--- src/rtl/interrupt_service_control_if.sv ---
// Bundles the request, acknowledge, EOI and vector signals of interrupt_service_control.
// The master side drives requests and commands; the slave side is the service controller.
interface interrupt_service_control_if #(
    parameter int VECTOR_BASE_W = 5
);
    logic [7:0]               interrupt_request_reg;
    logic [7:0]               interrupt_mask;
    logic                     inta_n;
    logic                     eoi_valid;
    logic                     eoi_specific;
    logic [2:0]               eoi_level;
    logic                     auto_eoi;
    logic [VECTOR_BASE_W-1:0] vector_base;
    logic                     int_out;
    logic [7:0]               clear_irr;
    logic [7:0]               in_service_reg;
    logic [VECTOR_BASE_W+2:0] vector_out;
    logic                     vector_valid;

    modport master (
        output interrupt_request_reg, interrupt_mask, inta_n, eoi_valid,
               eoi_specific, eoi_level, auto_eoi, vector_base,
        input  int_out, clear_irr, in_service_reg, vector_out, vector_valid
    );

    modport slave (
        input  interrupt_request_reg, interrupt_mask, inta_n, eoi_valid,
               eoi_specific, eoi_level, auto_eoi, vector_base,
        output int_out, clear_irr, in_service_reg, vector_out, vector_valid
    );
endinterface

--- src/rtl/interrupt_service_control.sv ---
// Priority resolution against the ISR, two-pulse INTA handshake, ISR/EOI handling and vector issue.
// Optional macro ROTATE_PRIORITY_EN enables rotating priority via a lowest-priority pointer.
module interrupt_service_control #(
    parameter int NUM_IRQ       = 8,
    parameter int VECTOR_BASE_W = 5
) (
    input logic                        clk,
    input logic                        rst_n,
    interrupt_service_control_if.slave bus
);
    typedef enum logic [2:0] {IDLE, REQ, ACK1, WAIT2, ACK2} state_t;

    state_t                   r_state;
    logic                     r_intaD;
    logic                     r_intOut;
    logic                     r_vectorValid;
    logic [7:0]               r_isr;
    logic [7:0]               r_clearIrr;
    logic [VECTOR_BASE_W+2:0] r_vectorOut;
    logic [2:0]               r_level;

    logic [7:0] w_eligible;
    logic [7:0] w_eoiMask;
    logic [7:0] w_autoMask;
    logic [7:0] w_setMask;
    logic [7:0] w_isrNext;
    logic       w_fall;
    logic       w_rise;
    logic       w_winValid;
    logic       w_isrAny;
    logic       w_setIsr;
    logic       w_autoClr;
    logic [2:0] w_winLvl;
    logic [2:0] w_isrTopLvl;
    logic [2:0] w_lowPtr;

`ifdef ROTATE_PRIORITY_EN
    logic [2:0] r_ptr;
    logic       w_nsEoi;
    assign w_lowPtr = r_ptr;
    assign w_nsEoi  = bus.eoi_valid && !bus.eoi_specific && w_isrAny;
`else
    assign w_lowPtr = 3'd7;
`endif

    assign w_eligible = bus.interrupt_request_reg & ~bus.interrupt_mask;
    assign w_fall     = r_intaD & ~bus.inta_n;
    assign w_rise     = ~r_intaD & bus.inta_n;

    // Scan from highest to lowest priority; an in-service level blocks itself and everything below it.
    always_comb begin
        logic [2:0] lvl;
        lvl         = '0;
        w_winValid  = 1'b0;
        w_winLvl    = 3'd7;
        w_isrAny    = 1'b0;
        w_isrTopLvl = 3'd0;
        for (int i = 0; i < NUM_IRQ; i++) begin
            lvl = w_lowPtr + 3'd1 + 3'(i);
            if (!w_isrAny && r_isr[lvl]) begin
                w_isrAny    = 1'b1;
                w_isrTopLvl = lvl;
            end
            if (!w_isrAny && !w_winValid && w_eligible[lvl]) begin
                w_winValid = 1'b1;
                w_winLvl   = lvl;
            end
        end
    end

    // EOI clears are taken from the pre-update ISR, so a simultaneous set on the same bit wins.
    always_comb begin
        w_eoiMask  = '0;
        w_setMask  = '0;
        w_autoMask = '0;
        if (bus.eoi_valid) begin
            if (bus.eoi_specific) begin
                w_eoiMask[bus.eoi_level] = 1'b1;
            end else if (w_isrAny) begin
                w_eoiMask[w_isrTopLvl] = 1'b1;
            end
        end
        w_setIsr = (r_state == REQ) && w_fall && w_winValid;
        if (w_setIsr) begin
            w_setMask[w_winLvl] = 1'b1;
        end
        w_autoClr = (r_state == ACK2) && w_rise && bus.auto_eoi;
        if (w_autoClr) begin
            w_autoMask[r_level] = 1'b1;
        end
        w_isrNext = (r_isr & ~w_eoiMask & ~w_autoMask) | w_setMask;
    end

    always_ff @(posedge clk or negedge rst_n) begin
        if (!rst_n) begin
            r_state       <= IDLE;
            r_intaD       <= 1'b1;
            r_intOut      <= 1'b0;
            r_vectorValid <= 1'b0;
            r_isr         <= '0;
            r_clearIrr    <= '0;
            r_vectorOut   <= '0;
            r_level       <= '0;
`ifdef ROTATE_PRIORITY_EN
            r_ptr         <= 3'd7;
`endif
        end else begin
            r_intaD       <= bus.inta_n;
            r_isr         <= w_isrNext;
            r_clearIrr    <= '0;
            r_vectorValid <= 1'b0;
`ifdef ROTATE_PRIORITY_EN
            if (w_autoClr) begin
                r_ptr <= r_level;
            end else if (w_nsEoi) begin
                r_ptr <= w_isrTopLvl;
            end
`endif
            unique case (r_state)
                IDLE: begin
                    if (w_winValid) begin
                        r_intOut <= 1'b1;
                        r_state  <= REQ;
                    end
                end
                REQ: begin
                    // A falling edge with no winner is a spurious acknowledge serviced as level 7.
                    if (w_fall) begin
                        r_level    <= w_winValid ? w_winLvl : 3'd7;
                        r_clearIrr <= w_setMask;
                        r_state    <= ACK1;
                    end else if (!w_winValid) begin
                        r_intOut <= 1'b0;
                        r_state  <= IDLE;
                    end
                end
                ACK1: begin
                    if (w_rise) begin
                        r_state <= WAIT2;
                    end
                end
                WAIT2: begin
                    if (w_fall) begin
                        r_vectorOut   <= {bus.vector_base, r_level};
                        r_vectorValid <= 1'b1;
                        r_intOut      <= 1'b0;
                        r_state       <= ACK2;
                    end
                end
                ACK2: begin
                    if (w_rise) begin
                        r_state <= IDLE;
                    end
                end
                default: r_state <= IDLE;
            endcase
        end
    end

    assign bus.int_out        = r_intOut;
    assign bus.clear_irr      = r_clearIrr;
    assign bus.in_service_reg = r_isr;
    assign bus.vector_out     = r_vectorOut;
    assign bus.vector_valid   = r_vectorValid;
endmodule

--- src/flat_wrapper.sv ---
// flat-port wrapper written by rule: the top's interface ports become plain ports
module interrupt_service_control_flat 
#(
    parameter int NUM_IRQ       = 8,
    parameter int VECTOR_BASE_W = 5
)
  (clk, rst_n, bus_interrupt_request_reg, bus_interrupt_mask, bus_inta_n, bus_eoi_valid, bus_eoi_specific, bus_eoi_level, bus_auto_eoi, bus_vector_base, bus_int_out, bus_clear_irr, bus_in_service_reg, bus_vector_out, bus_vector_valid);
  interrupt_service_control_if #(.VECTOR_BASE_W(VECTOR_BASE_W)) bus_i ();
  input logic clk;
  input logic rst_n;
  input wire logic [$bits(bus_i.interrupt_request_reg)-1:0] bus_interrupt_request_reg;
  input wire logic [$bits(bus_i.interrupt_mask)-1:0] bus_interrupt_mask;
  input wire logic [$bits(bus_i.inta_n)-1:0] bus_inta_n;
  input wire logic [$bits(bus_i.eoi_valid)-1:0] bus_eoi_valid;
  input wire logic [$bits(bus_i.eoi_specific)-1:0] bus_eoi_specific;
  input wire logic [$bits(bus_i.eoi_level)-1:0] bus_eoi_level;
  input wire logic [$bits(bus_i.auto_eoi)-1:0] bus_auto_eoi;
  input wire logic [$bits(bus_i.vector_base)-1:0] bus_vector_base;
  output wire logic [$bits(bus_i.int_out)-1:0] bus_int_out;
  output wire logic [$bits(bus_i.clear_irr)-1:0] bus_clear_irr;
  output wire logic [$bits(bus_i.in_service_reg)-1:0] bus_in_service_reg;
  output wire logic [$bits(bus_i.vector_out)-1:0] bus_vector_out;
  output wire logic [$bits(bus_i.vector_valid)-1:0] bus_vector_valid;
  assign bus_i.interrupt_request_reg = bus_interrupt_request_reg;
  assign bus_i.interrupt_mask = bus_interrupt_mask;
  assign bus_i.inta_n = bus_inta_n;
  assign bus_i.eoi_valid = bus_eoi_valid;
  assign bus_i.eoi_specific = bus_eoi_specific;
  assign bus_i.eoi_level = bus_eoi_level;
  assign bus_i.auto_eoi = bus_auto_eoi;
  assign bus_i.vector_base = bus_vector_base;
  assign bus_int_out = bus_i.int_out;
  assign bus_clear_irr = bus_i.clear_irr;
  assign bus_in_service_reg = bus_i.in_service_reg;
  assign bus_vector_out = bus_i.vector_out;
  assign bus_vector_valid = bus_i.vector_valid;
  interrupt_service_control #(.NUM_IRQ(NUM_IRQ), .VECTOR_BASE_W(VECTOR_BASE_W)) u_core (.clk(clk), .rst_n(rst_n), .bus(bus_i));
endmodule
--- config.mk ---
export PLATFORM = sky130hd
export DESIGN_NAME = interrupt_service_control_flat
export DESIGN_NICKNAME = d
export VERILOG_FILES = /design/src/rtl/interrupt_service_control_if.sv /design/src/rtl/interrupt_service_control.sv /design/src/flat_wrapper.sv
export SDC_FILE = /design/constraint.sdc
export NUM_CORES = 1
export LEC_CHECK = 0
export ABC_AREA = 1
export CAP_MARGIN = 10
export CELL_PAD_IN_SITES_DETAIL_PLACEMENT = 1
export CELL_PAD_IN_SITES_GLOBAL_PLACEMENT = 2
export CORE_ASPECT_RATIO = 1.4
export CORE_UTILIZATION = 26
export CTS_CLUSTER_DIAMETER = 40
export DETAILED_ROUTE_END_ITERATION = 8
export GPL_TIMING_DRIVEN = 1
export PLACE_DENSITY_LB_ADDON = 0.08
export REMOVE_ABC_BUFFERS = 1
export SYNTH_ARGS = -nofsm -noshare
export SYNTH_HDL_FRONTEND = slang
export SYNTH_SLANG_ARGS = --single-unit
--- constraint.sdc ---
create_clock -name clk -period 2.1 [get_ports clk]
set_input_delay 0.315 -clock clk [delete_from_list [all_inputs] [get_ports clk]]
set_output_delay 0.315 -clock clk [all_outputs]
set_load 0.05 [all_outputs]
Word-level counts from Yosys, hierarchy flattened. Index checks and enable logic that the tools add are counted. Widths: inputs -> output; s select.

Register bits after elaboration: 33. Bits of input ports: 30. Output and inout bits: 26. Logic and storage cells: 150.

Order comparisons: 8. Equality and inequality tests: 11. Multiplexer cells: 61. Bitwise gates (word level): 11. Reductions and logical operators: 51.

Operators with widths (number): $mux 3 (21); $mux 8 (7); $logic_and 1x1->1 (30); $mux 1 (27); $and 8x8->8 (3); $not 8->8 (3); $lt 3x4->1 const B (4); $logic_not 1->1 (15); $pmux 3 s5 (1); $demux 1 s3 (4); $ge 3x1->1 const B (4); $reduce_and 5->1 (2); $ne 2x1->1 const B (4); $or 8x8->8 (1); $eq 3x2->1 const B (2); $ne 2x2->1 const B (2); $reduce_and 2->1 (2); $eq 3x1->1 const B (1); $eq 3x3->1 const B (1); $logic_not 3->1 (1); $ne 3x2->1 const B (1); $pmux 1 s3 (1); $reduce_bool 3->1 (1); $and 1x1->1 (2); $not 1->1 (2).

Depth between registers and ports, before layout. Gate-level depths: netlist of run 1.

Depth in word-level cells: 39. Gate-level depth with buffers: 12. Gate-level depth less buffers: 12.

Worst setup path after synthesis of run 1. OpenSTA, ideal clock, no wires.

Path type: register -> register. Start: register u_core.r_isr[0] (netlist: u_core.bus.in_service_reg[0]). End: register u_core.r_level[0]. Library setup time: 0.119 ns. Data arrival time: 1.878 ns. Required time: 1.981 ns. Setup slack: 0.103 ns. Cell stages (with the launch flop): 13. Buffers on the path: 1. Clock period less this slack: 1.997 ns. Cell sequence: dfrtp_1 > inv_2 > nand2_2 > nor2_2 > nor2_8 > nand3_4 > inv_4 > nand2_2 > nand3_1 > nor2_1 > or2_1 > buf_6 > o21a_1.

Cells in the longest elaborated chain, start to end: 33. Elaborated cells on any way between the ends: 62. Classes of those cells: mux: 25; reduce/logical: 37.

RTL lines: from (decl) (line interrupt_service_control.sv:17) `logic [7:0] r_isr;`; from (signal assigned) (line interrupt_service_control.sv:109) `r_isr <= w_isrNext;`; $mux 1 (*) (line interrupt_service_control.sv:60) `if (!w_isrAny && r_isr[lvl]) begin`; $logic_not 1->1 (line interrupt_service_control.sv:60, interrupt_service_control.sv:64); $logic_and 1x1->1 (on tied branches) (line interrupt_service_control.sv:60, interrupt_service_control.sv:64); $mux 1 (on tied branches) (line interrupt_service_control.sv:60, interrupt_service_control.sv:64); $logic_not 1->1 (on tied branches) (line interrupt_service_control.sv:60, interrupt_service_control.sv:64); $logic_and 1x1->1 (2 in series) (line interrupt_service_control.sv:64) `if (!w_isrAny && !w_winValid && w_eligible[lvl]) begin`; $mux 1 (line interrupt_service_control.sv:64); $logic_not 1->1 (line interrupt_service_control.sv:64); [... 14 more ...]; $mux 1 (line interrupt_service_control.sv:64); $logic_not 1->1 (line interrupt_service_control.sv:64); $logic_and 1x1->1 (2 in series) (line interrupt_service_control.sv:64); $mux 1 (line interrupt_service_control.sv:64); $logic_not 1->1 (line interrupt_service_control.sv:64); $logic_and 1x1->1 (2 in series) (line interrupt_service_control.sv:64); $mux 3 / $mux 1 (equally long branches) (line interrupt_service_control.sv:64); $mux 3 (*) (line interrupt_service_control.sv:129) `r_level <= w_winValid ? w_winLvl : 3'd7;`; to (signal assigned) (line interrupt_service_control.sv:129); to (decl) (line interrupt_service_control.sv:20) `logic [2:0] r_level;`.

Mark *: on every way between the ends. The rest lies on a longest branch, timed or not. A chain may end at the register's enable or synchronous reset.

Worst setup path in the final report of run 1.
Start: register u_core.r_isr[0] (netlist: u_core.bus.in_service_reg[0]). End: output port bus_in_service_reg[0].

RTL lines: to (decl) (line flat_wrapper.sv:21) `output wire logic [$bits(bus_i.in_service_reg)-1:0] bus_in_service_reg;`.

No word-level cell between the ends.

==> impl_table.tex, run 1 <==
\begin{tabular}{lr}
\hline
Metric & Value \\
\hline
\multicolumn{2}{l}{\textbf{Outcome}} \\
\quad Result of the run & completed \\
\multicolumn{2}{l}{\textbf{Drt}} \\
\quad WL/cell & 13.7 um \\
\quad Number of vias per cell & 4.54 \\
\quad Detailed-route DRC error count & 0 \\
\quad Overall via count from detail\_route & 1,842 \\
\quad Drt total wl & 5560 um \\
\quad DR iter-0 viols & 26 \\
\quad Remaining antenna violation count & 0 \\
\quad Drt first pass iters & 4 \\
\multicolumn{2}{l}{\textbf{Finish}} \\
\quad Share of post-route cells with drive strength above 1 & 14.6\% \\
\quad Post-route cell area & 2720 um\^{}2 \\
\quad Leading cell types in the layout, fill and taps excluded & 55 x clkdlybuf4s50\_1, 52 x nand2\_1, 32 x dfrtp\_1 \\
\quad Post-Layout Cell Count & 406 \\
\quad Leading cell type in the layout, fill and taps excluded & clkdlybuf4s50\_1 \\
\quad Antenna diodes & 0 \\
\quad Area growth from synthesis to final layout & 47.9\% \\
\quad Nets & 343 \\
\multicolumn{2}{l}{\textbf{Setup path}} \\
\quad Origin of the critical flop-to-flop path & u\_core.bus.in\_service\_reg[2]\$\_DFF\_PN0\_ \\
\quad Required time reported for the critical path endpoint & 1.78 ns \\
\quad Type of the worst setup path & reg -> out \\
\quad Flop2flop setup slack & 0.18 ns \\
\quad Worst endpoint data arrival time & 1.67 ns \\
\quad Crit path buf inv count & 2 \\
\quad CP max stage cell & clkdlybuf4s50\_1 \\
\quad Cell chain of the critical path & buf\_4 -> clkdlybuf4s50\_1 \\
\quad Startpoint class of the critical path & register \\
\quad Cells on worst reg2reg path & 10 \\
\quad Worst setup EP type & output port \\
\quad Endpoint of the worst register-to-register path & u\_core.bus.in\_service\_reg[7]\$\_DFF\_PN0\_ \\
\quad Kind of cell adding the most delay to the critical path & buffers and inverters \\
\quad Delay of the slowest cell on the worst path & 0.79 ns \\
\quad Maximum net fanout on the critical path & 4 \\
\multicolumn{2}{l}{\textbf{Pwr}} \\
\quad Cell Int Power & 1.82 mW \\
\quad Largest vdd supply drop & 537 uV \\
\quad Part of the power in combinational logic & 53.0\% \\
\quad Net switching power & 1.55 mW \\
\quad Clock power frac & 18.6\% \\
\quad Leak & 1.28 nW \\
\quad Switching share of power & 46.1\% \\
\quad Reg power frac & 28.3\% \\
\quad Power per standard cell area & 1240 nW/um\^{}2 \\
\multicolumn{2}{l}{\textbf{Global route}} \\
\quad Vias in the first global route & 2,001 \\
\quad Largest net degree at the start of global routing & 34 \\
\quad Total GRT Usage & 16.9\% \\
\quad First-pass GRT wire length & 9480 um \\
\quad Remaining Overflow, GRT & 0 \\
\quad Number of antenna violations at the first check in global routing & 0 \\
\multicolumn{2}{l}{\textbf{Timing}} \\
\quad Post-Route Skew & 0.00748 ns \\
\quad Worst Max-Slew Pin Slew & 0.505 ns \\
\quad Unrepaired setup endpoints after global routing & false \\
\quad Final count of hold timing violations & 0 \\
\quad Minimum setup slack in the final design & 0.116 ns \\
\quad Post-route setup TNS & 0 ns \\
\quad Final Setup Violations & 0 \\
\quad Min Clock Period, post-route & 1.98 ns \\
\quad Slew headroom & 66.2\% \\
\quad Max Clock Freq & 504 MHz \\
\quad Final clock period utilization by the worst path & 94.5\% \\
\quad Number of pins with negative max-slew slack in the final report & 0 \\
\multicolumn{2}{l}{\textbf{Placement}} \\
\quad Detailed-placement wirelength estimate & 4450 um \\
\quad IO buf count & 55 \\
\quad Placed instance area & 2600 um\^{}2 \\
\quad RePlAce Congestion & 0.819 \\
\quad Number of placed instances with taps included & 398 \\
\quad Worst setup timing slack at the placement stage & -0.0331 ns \\
\multicolumn{2}{l}{\textbf{Clocking}} \\
\quad TritonCTS clock tree & yes \\
\quad CTS Root Cell & clkbuf\_8 \\
\quad Clock buffer count from CTS & 5 \\
\quad Number of gates given a new drive strength after cts & 0 \\
\quad Longest Clk Path Bufs & 2 \\
\quad Latest clock arrival within the worst-skew pair & 0.28 ns \\
\quad Clock-pin slew on the worst setup and hold paths & 0.07 ns \\
\quad Depth of the CTS H-tree & 2 \\
\quad Hold-fix buffers at CTS & 0 \\
\quad Clock Sink Count & 33 \\
\quad Buffers inserted during post-CTS setup optimization & 0 \\
\multicolumn{2}{l}{\textbf{Die}} \\
\quad Width of the chip & 73.0 um \\
\quad Standard-cell rows & 35 \\
\quad Die ar. & 7400 um\^{}2 \\
\quad Initial Util & 27.4\% \\
\quad Core region area & 6700 um\^{}2 \\
\quad Die Ht & 101 um \\
\quad I/O pin total & 56 \\
\multicolumn{2}{l}{\textbf{Synth}} \\
\quad Mean cell area of the mapped netlist & 7.68 um\^{}2 \\
\quad Ys Warns & 0 \\
\quad Number of library cell types mapped by synthesis & 28 \\
\quad Syn Inst Count & 239 \\
\quad Sequential area share after synthesis & 45.1\% \\
\quad Register bit total from synthesis & 33 \\
\quad Cell area after synthesis & 1840 um\^{}2 \\
\multicolumn{2}{l}{\textbf{Flow run}} \\
\quad Count of maximum capacitance violations & 0 \\
\multicolumn{2}{l}{\textbf{Worst hold path}} \\
\quad Path category of the worst min-delay check & in -> async \\
\hline
\end{tabular}
==> stage by stage <==
stage	utilization (%)	hold slack, ns	power [mW]
global route	40.5	0.502	3.62
finish	40.5	0.453	3.37
detailed placement	38.8	0.472	2.78
global placement	38.8	0.468	2.78
floorplan	-	0.0194	2.10
CTS	40.5	0.461	3.43
==> synthesized netlist by cell type (all sizes together) <==
cell,count,share of area (%)
a21oi,1,0.27
buf,1,0.61
clkbuf,3,0.61
dfrtp,32,44
dfstp,1,1.4
inv,34,7.1
nand2,56,12
nand3,22,6.7
nand3b,1,0.41
nand4,11,4.4
nor2,38,10
nor3,2,0.82
o211ai,2,0.82
o21a,1,0.41
o21ai,29,8.1
o311ai,4,1.9
or2,1,0.34
==> how the worst max path moves through the flow <==
| stage | cells after the start | startpoint | endpoint |
|---|---|---|---|
| 2_1_floorplan | 11 | u_core.bus.in_service_reg[0]$_DFF_PN0_ | u_core.r_level[0]$_DFFE_PN0P_ |
| 3_3_place_gp | 11 | bus_interrupt_request_reg[3] | u_core.r_level[0]$_DFFE_PN0P_ |
| 3_5_place_dp | 12 | bus_interrupt_request_reg[3] | u_core.bus.in_service_reg[1]$_DFF_PN0_ |
| 4_1_cts | 2 | u_core.bus.in_service_reg[0]$_DFF_PN0_ | bus_in_service_reg[0] |
| 5_1_grt | 10 | u_core.bus.in_service_reg[0]$_DFF_PN0_ | u_core.bus.in_service_reg[3]$_DFF_PN0_ |
| 6_report | 2 | u_core.bus.in_service_reg[0]$_DFF_PN0_ | bus_in_service_reg[0] |
==> power groups by stage <==
stage | registers (mW) | clock network (mW) | logic, mW
finish | 0.956 | 0.629 | 1.79
global route | 0.982 | 0.675 | 1.96
CTS | 0.959 | 0.650 | 1.82
detailed placement | 0.968 | 0 | 1.81
global placement | 0.970 | 0 | 1.81
floorplan | 1.38 | 0 | 0.718
==> final cells by class <==
class | instances | area, um^2
multi-input combinational | 168 | 856
tap | 92 | 115
timing repair buffer | 71 | 671
inverter | 34 | 130
clock inverter | 1 | 30.0
sequential | 33 | 827
clock buffer | 7 | 86.3
fill | 819 | 3990
==> layer usage <==
layer	up-vias	wire length [um]	global-route usage [%]
met1	876	2290	18.5
li1	930	-	-
met3	4	162	2.49
met2	32	3050	32.8
met4	0	58	4.98
met5	-	0	0
==> cell families (layout without fill, tap and decap cells) <==
group | count (synthesis) | in the layout | synth area share, %
AO/OA/AOI/OAI | 37 | 37 | 11.5
AND/OR/NAND/NOR | 131 | 131 | 35.1
buffers and inverters | 38 | 113 | 8.32
flip-flops | 33 | 33 | 45.1
(Power assumes the default switching activity.)
==> run 2: changes to the inputs <==
--- a/config.mk
+++ b/config.mk
@@ -12,10 +12,10 @@
 export CORE_ASPECT_RATIO = 1.4
 export CORE_UTILIZATION = 26
 export CTS_CLUSTER_DIAMETER = 40
+export CTS_CLUSTER_SIZE = 20
 export DETAILED_ROUTE_END_ITERATION = 8
 export GPL_TIMING_DRIVEN = 1
 export PLACE_DENSITY_LB_ADDON = 0.08
-export REMOVE_ABC_BUFFERS = 1
 export SYNTH_ARGS = -nofsm -noshare
 export SYNTH_HDL_FRONTEND = slang
 export SYNTH_SLANG_ARGS = --single-unit
==> impl_table.tex, run 2 (same netlist as run 1, synthesis figures left out) <==
\begin{tabular}{lr}
\hline
Metric & Value \\
\hline
\multicolumn{2}{l}{\textbf{Outcome}} \\
\quad Result of the run & completed \\
\multicolumn{2}{l}{\textbf{Setup path}} \\
\quad Delay of the slowest cell on the worst path & 0.80 ns (about the same) \\
\quad Startpoint class of the critical path & register \\
\quad Type of the worst setup path & reg -> out \\
\quad Kind of cell adding the most delay to the critical path & buffers and inverters \\
\quad Maximum net fanout on the critical path & 4 (unchanged) \\
\quad Required time reported for the critical path endpoint & 1.78 ns (about the same) \\
\quad Cell chain of the critical path & buf\_4 -> clkdlybuf4s50\_1 \\
\quad Worst setup EP type & output port \\
\quad Worst endpoint data arrival time & 1.68 ns (about the same) \\
\quad Crit path buf inv count & 2 (unchanged) \\
\quad CP max stage cell & clkdlybuf4s50\_1 \\
\multicolumn{2}{l}{\textbf{Die}} \\
\quad Width of the chip & 73.0 um (unchanged) \\
\quad I/O pin total & 56 (unchanged) \\
\quad Initial Util & 27.4\% (unchanged) \\
\quad Die ar. & 7400 um\^{}2 (unchanged) \\
\quad Standard-cell rows & 35 (unchanged) \\
\quad Die Ht & 101 um (unchanged) \\
\quad Core region area & 6700 um\^{}2 (unchanged) \\
\multicolumn{2}{l}{\textbf{Timing}} \\
\quad Max Clock Freq & 501 MHz (-0.50\%) \\
\quad Final clock period utilization by the worst path & 95.0\% (+0.48 points) \\
\quad Worst Max-Slew Pin Slew & 0.502 ns (-0.00377 ns) \\
\quad Post-Route Skew & 0.00567 ns (-0.00181 ns) \\
\quad Slew headroom & 66.5\% (+0.25 points) \\
\quad Minimum setup slack in the final design & 0.106 ns (-0.0100 ns) \\
\quad Number of pins with negative max-slew slack in the final report & 0 (unchanged) \\
\quad Final count of hold timing violations & 0 (unchanged) \\
\quad Min Clock Period, post-route & 1.99 ns (+0.0100 ns) \\
\quad Unrepaired setup endpoints after global routing & false \\
\quad Final Setup Violations & 0 (unchanged) \\
\multicolumn{2}{l}{\textbf{Global route}} \\
\quad Remaining Overflow, GRT & 0 (unchanged) \\
\quad First-pass GRT wire length & 9440 um (-0.43\%) \\
\quad Number of antenna violations at the first check in global routing & 0 (unchanged) \\
\quad Total GRT Usage & 17.0\% (+0.069 points) \\
\quad Largest net degree at the start of global routing & 34 (unchanged) \\
\quad Vias in the first global route & 1,993 (-0.40\%) \\
\multicolumn{2}{l}{\textbf{Pwr}} \\
\quad Part of the power in combinational logic & 55.9\% (+2.9 points) \\
\quad Leak & 1.27 nW (-0.90\%) \\
\quad Largest vdd supply drop & 660 uV (+23\%) \\
\quad Net switching power & 1.59 mW (+2.0\%) \\
\quad Clock power frac & 14.8\% (-3.8 points) \\
\quad Switching share of power & 48.6\% (+2.6 points) \\
\quad Power per standard cell area & 1210 nW/um\^{}2 (-2.8\%) \\
\quad Reg power frac & 29.4\% (+1.1 points) \\
\quad Cell Int Power & 1.67 mW (-8.0\%) \\
\multicolumn{2}{l}{\textbf{Clocking}} \\
\quad Latest clock arrival within the worst-skew pair & 0.29 ns (about the same) \\
\quad TritonCTS clock tree & yes \\
\quad Longest Clk Path Bufs & 2 (unchanged) \\
\quad Clock-pin slew on the worst setup and hold paths & 0.07 ns (about the same) \\
\quad Depth of the CTS H-tree & 2 (unchanged) \\
\quad CTS Root Cell & clkbuf\_8 \\
\quad Buffers inserted during post-CTS setup optimization & 0 (unchanged) \\
\quad Clock buffer count from CTS & 5 (unchanged) \\
\quad Clock Sink Count & 33 (unchanged) \\
\multicolumn{2}{l}{\textbf{Finish}} \\
\quad Antenna diodes & 0 (unchanged) \\
\quad Leading cell type in the layout, fill and taps excluded & clkdlybuf4s50\_1 \\
\quad Nets & 342 (-0.29\%) \\
\quad Utilization after layout & 40.3\% (-0.22 points) \\
\quad Leading cell types in the layout, fill and taps excluded & 55 x clkdlybuf4s50\_1, 52 x nand2\_1, 32 x dfrtp\_1 \\
\quad Post-route cell area & 2700 um\^{}2 (-0.55\%) \\
\quad Share of post-route cells with drive strength above 1 & 15.3\% (+0.69 points) \\
\quad Area growth from synthesis to final layout & 47.1\% \\
\quad Fillcell total & 846 (+3.3\%) \\
\multicolumn{2}{l}{\textbf{Placement}} \\
\quad Worst setup timing slack at the placement stage & -0.127 ns (-0.0942 ns) \\
\quad Detailed-placement wirelength estimate & 4560 um (+2.4\%) \\
\quad RePlAce Congestion & 0.819 (+0.11\%) \\
\quad IO buf count & 55 (unchanged) \\
\quad Placed instance area & 2600 um\^{}2 (+0.19\%) \\
\multicolumn{2}{l}{\textbf{Drt}} \\
\quad Overall via count from detail\_route & 1,835 (-0.38\%) \\
\quad WL/cell & 13.8 um (+0.36\%) \\
\quad Number of vias per cell & 4.53 (-0.13\%) \\
\quad DR iter-0 viols & 47 (+81\%) \\
\quad Detailed-route DRC error count & 0 (unchanged) \\
\quad Remaining antenna violation count & 0 (unchanged) \\
\quad Drt total wl & 5570 um (+0.11\%) \\
\quad Drt first pass iters & 4 (unchanged) \\
\multicolumn{2}{l}{\textbf{Synth}} \\
\quad Post-Synthesis Net Count & 269 \\
\multicolumn{2}{l}{\textbf{Flow run}} \\
\quad Count of maximum capacitance violations & 0 (unchanged) \\
\multicolumn{2}{l}{\textbf{Worst hold path}} \\
\quad Path category of the worst min-delay check & in -> async \\
\hline
\end{tabular}
run 2: power groups by stage:
stage	sequential [mW]	combinational [mW]	clock, mW
floorplan	1.38	0.726	0
global placement	0.969	1.82	0
detailed placement	0.969	1.84	0
CTS	0.962	1.85	0.506
global route	0.985	1.99	0.535
finish	0.958	1.82	0.481
run 2: path summary, 6_finish.rpt:
kind / cells past startpoint / to / start / slack (ns)
worst min register to register: 2 / u_core.bus.vector_out[5]$_DFFE_PN0P_ / u_core.bus.vector_out[5]$_DFFE_PN0P_ / 0.49
worst max-delay path: 2 / bus_in_service_reg[0] / u_core.bus.in_service_reg[0]$_DFF_PN0_ / 0.11
max in group asynchronous: 2 / u_core.r_intaD$_DFF_PN1_ / rst_n / 1.33
worst max register to register: 9 / u_core.r_level[0]$_DFFE_PN0P_ / u_core.bus.in_service_reg[2]$_DFF_PN0_ / 0.19
worst min-delay path: 2 / u_core.r_state[0]$_DFFE_PN0P_ / rst_n / 0.42
min in group clk: 2 / u_core.bus.vector_out[5]$_DFFE_PN0P_ / u_core.bus.vector_out[5]$_DFFE_PN0P_ / 0.49
run 2: final cells by class:
cell class | instances | area (um^2) | area share, %
multi-input combinational | 168 | 866 | 32.1
inverter | 34 | 130 | 4.82
clock buffer | 5 | 68.8 | 2.55
sequential | 33 | 827 | 30.6
timing repair buffer | 70 | 676 | 25.0
clock inverter | 3 | 17.5 | 0.649
tap | 92 | 115 | 4.26
run 2: timing repair:
| item | 4_1_cts | 5_1_grt |
|---|---|---|
| hold buffers | 0 | 0 |
| gates resized for setup | 0 | 2 |
| setup endpoints to repair | 0 | 7 |
run 2: stage by stage:
stage	TNS, ns	hold WS, ns	total power, mW	instances
2_1_floorplan	0	0.0194	2.10	239
3_3_place_gp	-0.681	0.466	2.79	397
3_5_place_dp	-1.14	0.477	2.81	397
4_1_cts	0	0.450	3.31	405
5_1_grt	0	0.487	3.51	405
6_report	0	0.423	3.26	405
run 2: metal layers:
metal	track usage, %	part of all wire, %	vias up
met2	32.0	54	35
li1	-	-	922
met3	2.69	3.1	9
met4	6.64	2.0	0
met5	0	0	-
met1	18.6	40	869
==> run 3: changes to the inputs <==
--- a/config.mk
+++ b/config.mk
@@ -9,7 +9,7 @@
 export CAP_MARGIN = 10
 export CELL_PAD_IN_SITES_DETAIL_PLACEMENT = 1
 export CELL_PAD_IN_SITES_GLOBAL_PLACEMENT = 2
-export CORE_ASPECT_RATIO = 1.4
+export CORE_ASPECT_RATIO = 1.2
 export CORE_UTILIZATION = 26
 export CTS_CLUSTER_DIAMETER = 40
 export CTS_CLUSTER_SIZE = 20
==> impl_table.tex, run 3 (same netlist as run 1, synthesis figures left out) <==
\begin{tabular}{lr}
\hline
Metric & Value \\
\hline
\multicolumn{2}{l}{\textbf{Clocking}} \\
\quad Depth of the CTS H-tree & 2 (unchanged) \\
\quad Latest clock arrival within the worst-skew pair & 0.29 ns (about the same) \\
\quad Hold-fix buffers at CTS & 0 (unchanged) \\
\quad Clock Sink Count & 33 (unchanged) \\
\quad CTS Root Cell & clkbuf\_8 \\
\quad TritonCTS clock tree & yes \\
\quad Clock-pin slew on the worst setup and hold paths & 0.08 ns (about the same) \\
\quad Clock buffer count from CTS & 5 (unchanged) \\
\quad Longest Clk Path Bufs & 2 (unchanged) \\
\multicolumn{2}{l}{\textbf{Die}} \\
\quad Width of the chip & 78.7 um (+7.8\%) \\
\quad Initial Util & 26.9\% (-0.45 points) \\
\quad Standard-cell rows & 33 (-5.7\%) \\
\quad Core region area & 6810 um\^{}2 (+1.7\%) \\
\quad I/O pin total & 56 (unchanged) \\
\quad Die Ht & 94.0 um (-7.3\%) \\
\quad Die ar. & 7400 um\^{}2 (about the same) \\
\multicolumn{2}{l}{\textbf{Setup path}} \\
\quad CP max stage cell & clkdlybuf4s50\_1 \\
\quad Type of the worst setup path & reg -> out \\
\quad Worst endpoint data arrival time & 1.64 ns (-0.04 ns) \\
\quad Crit path buf inv count & 1 (-1) \\
\quad Delay of the slowest cell on the worst path & 0.85 ns (+0.05 ns) \\
\quad Maximum net fanout on the critical path & 6 (+2) \\
\quad Startpoint class of the critical path & register \\
\quad Cells on worst reg2reg path & 9 (unchanged) \\
\quad Cell chain of the critical path & clkdlybuf4s50\_1 \\
\quad Worst setup EP type & output port \\
\quad Kind of cell adding the most delay to the critical path & buffers and inverters \\
\quad Required time reported for the critical path endpoint & 1.78 ns (about the same) \\
\quad Number of cells on the critical path & 1 (-1) \\
\multicolumn{2}{l}{\textbf{Drt}} \\
\quad Routed met3 length & 180 um (+2.9\%) \\
\quad Remaining antenna violation count & 0 (unchanged) \\
\quad Highest routing layer actually used & met4 \\
\quad DR iter-0 viols & 52 (+11\%) \\
\quad Wire length the detailed router placed on met1 & 2410 um (+7.0\%) \\
\quad Drt first pass iters & 4 (unchanged) \\
\quad WL/cell & 13.9 um (+1.4\%) \\
\quad Number of vias per cell & 4.56 (+0.67\%) \\
\quad Detailed-route DRC error count & 0 (unchanged) \\
\quad Met2 routed wirelength & 2920 um (-3.6\%) \\
\quad Overall via count from detail\_route & 1,829 (-0.33\%) \\
\quad Drt total wl & 5590 um (+0.38\%) \\
\multicolumn{2}{l}{\textbf{Global route}} \\
\quad First-pass GRT wire length & 9180 um (-2.8\%) \\
\quad Vias in the first global route & 1,874 (-6.0\%) \\
\quad Total GRT Usage & 16.3\% (-0.66 points) \\
\quad Number of antenna violations at the first check in global routing & 0 (unchanged) \\
\quad Largest net degree at the start of global routing & 34 (unchanged) \\
\quad Remaining Overflow, GRT & 0 (unchanged) \\
\multicolumn{2}{l}{\textbf{Timing}} \\
\quad Slew headroom & 65.8\% (-0.63 points) \\
\quad Post-route setup TNS & 0 ns (unchanged) \\
\quad Final clock period utilization by the worst path & 92.9\% (-2.1 points) \\
\quad Unrepaired setup endpoints after global routing & true \\
\quad Number of pins with negative max-slew slack in the final report & 0 (unchanged) \\
\quad Max Clock Freq & 513 MHz (+2.2\%) \\
\quad Post-Route Skew & 0.0102 ns (+0.00457 ns) \\
\quad Smallest hold slack & 0.449 ns (+0.0256 ns) \\
\quad Worst Max-Slew Pin Slew & 0.511 ns (+0.00940 ns) \\
\quad Min Clock Period, post-route & 1.95 ns (-0.0436 ns) \\
\quad Final count of hold timing violations & 0 (unchanged) \\
\quad Final Setup Violations & 0 (unchanged) \\
\multicolumn{2}{l}{\textbf{Finish}} \\
\quad Fillcell total & 861 (+1.8\%) \\
\quad Area of combinational cells with multiple inputs & 876 um\^{}2 (+1.2\%) \\
\quad Utilization after layout & 40.1\% (-0.24 points) \\
\quad Share of post-route cells with drive strength above 1 & 15.9\% (+0.59 points) \\
\quad Area taken by flip-flops and latches & 827 um\^{}2 (unchanged) \\
\quad Antenna diodes & 0 (unchanged) \\
\quad Nets & 343 (+0.29\%) \\
\quad Leading cell type in the layout, fill and taps excluded & clkdlybuf4s50\_1 \\
\quad Leading cell types in the layout, fill and taps excluded & 55 x clkdlybuf4s50\_1, 52 x nand2\_1, 32 x dfrtp\_1 \\
\quad Area growth from synthesis to final layout & 48.7\% \\
\multicolumn{2}{l}{\textbf{Pwr}} \\
\quad Reg power frac & 28.0\% (-1.4 points) \\
\quad Net switching power & 1.59 mW (+0.44\%) \\
\quad Leak & 1.29 nW (+1.3\%) \\
\quad Cell Int Power & 1.85 mW (+10\%) \\
\quad Switching share of power & 46.3\% (-2.3 points) \\
\quad Power per standard cell area & 1260 nW/um\^{}2 (+4.3\%) \\
\quad Part of the power in combinational logic & 53.6\% (-2.3 points) \\
\quad Clock power frac & 18.4\% (+3.6 points) \\
\quad Largest vdd supply drop & 631 uV (-4.3\%) \\
\multicolumn{2}{l}{\textbf{Outcome}} \\
\quad Result of the run & completed \\
\multicolumn{2}{l}{\textbf{Placement}} \\
\quad RePlAce Congestion & 0.810 (-1.2\%) \\
\quad Detailed-placement wirelength estimate & 4390 um (-3.8\%) \\
\quad IO buf count & 55 (unchanged) \\
\multicolumn{2}{l}{\textbf{Synth}} \\
\quad Post-Synthesis Net Count & 269 (unchanged) \\
\multicolumn{2}{l}{\textbf{Worst hold path}} \\
\quad Path category of the worst min-delay check & in -> async \\
\multicolumn{2}{l}{\textbf{Flow run}} \\
\quad Count of maximum capacitance violations & 0 (unchanged) \\
\hline
\end{tabular}
## run 3: worst paths after layout
check	end	slack [ns]	from
setup reg to reg	u_core.r_level[0]$_DFFE_PN0P_	0.18	u_core.bus.in_service_reg[0]$_DFF_PN0_
min in group clk	u_core.bus.vector_out[6]$_DFFE_PN0P_	0.48	u_core.bus.vector_out[6]$_DFFE_PN0P_
setup / recovery	bus_in_service_reg[0]	0.15	u_core.bus.in_service_reg[0]$_DFF_PN0_
max in group asynchronous	u_core.r_intaD$_DFF_PN1_	1.30	rst_n
hold reg to reg	u_core.bus.vector_out[6]$_DFFE_PN0P_	0.48	u_core.bus.vector_out[6]$_DFFE_PN0P_
hold / removal	u_core.bus.clear_irr[0]$_DFF_PN0_	0.45	rst_n
## run 3: power by group through the flow
stage / Combinational, mW / Sequential, mW / Clock (mW)
final: 1.84 / 0.963 / 0.633
after global routing: 2.01 / 0.993 / 0.672
after global placement: 1.79 / 0.974 / 0
after detailed placement: 1.80 / 0.971 / 0
after floorplan: 0.726 / 1.38 / 0
after CTS: 1.80 / 0.963 / 0.649
## run 3: cell type report
| type | instances | share of cell area (%) |
|---|---|---|
| Clock inverter | 1 | 1.10 |
| Timing Repair Buffer | 71 | 24.6 |
| Multi-Input combinational cell | 168 | 32.1 |
| Sequential cell | 33 | 30.3 |
| Tap cell | 87 | 3.99 |
| Inverter | 34 | 4.77 |
| Clock buffer | 7 | 3.16 |
## run 3: per-stage QoR
step / cell area, um^2 / total power [mW] / cells / worst slack [ns]
after CTS: 2690 / 3.41 / 398 / 0.125
after global placement: 2570 / 2.76 / 390 / 0.0212
after detailed placement: 2570 / 2.77 / 390 / 0.0120
after global routing: 2730 / 3.68 / 401 / -0.0240
after floorplan: 1840 / 2.10 / 239 / 0.103
final: 2730 / 3.44 / 401 / 0.149
## run 3: repair_timing
action,4_1_cts,5_1_grt
buffers inserted,0,3
endpoints found under the setup margin,0,10
resized for setup,0,5
## run 3: routing by layer
| metal | vias up | track usage, % |
|---|---|---|
| met5 | - | 0 |
| met4 | 0 | 5.56 |
| met3 | 5 | 3.20 |
| met2 | 32 | 29.3 |
| met1 | 863 | 19.2 |
| li1 | 929 | - |
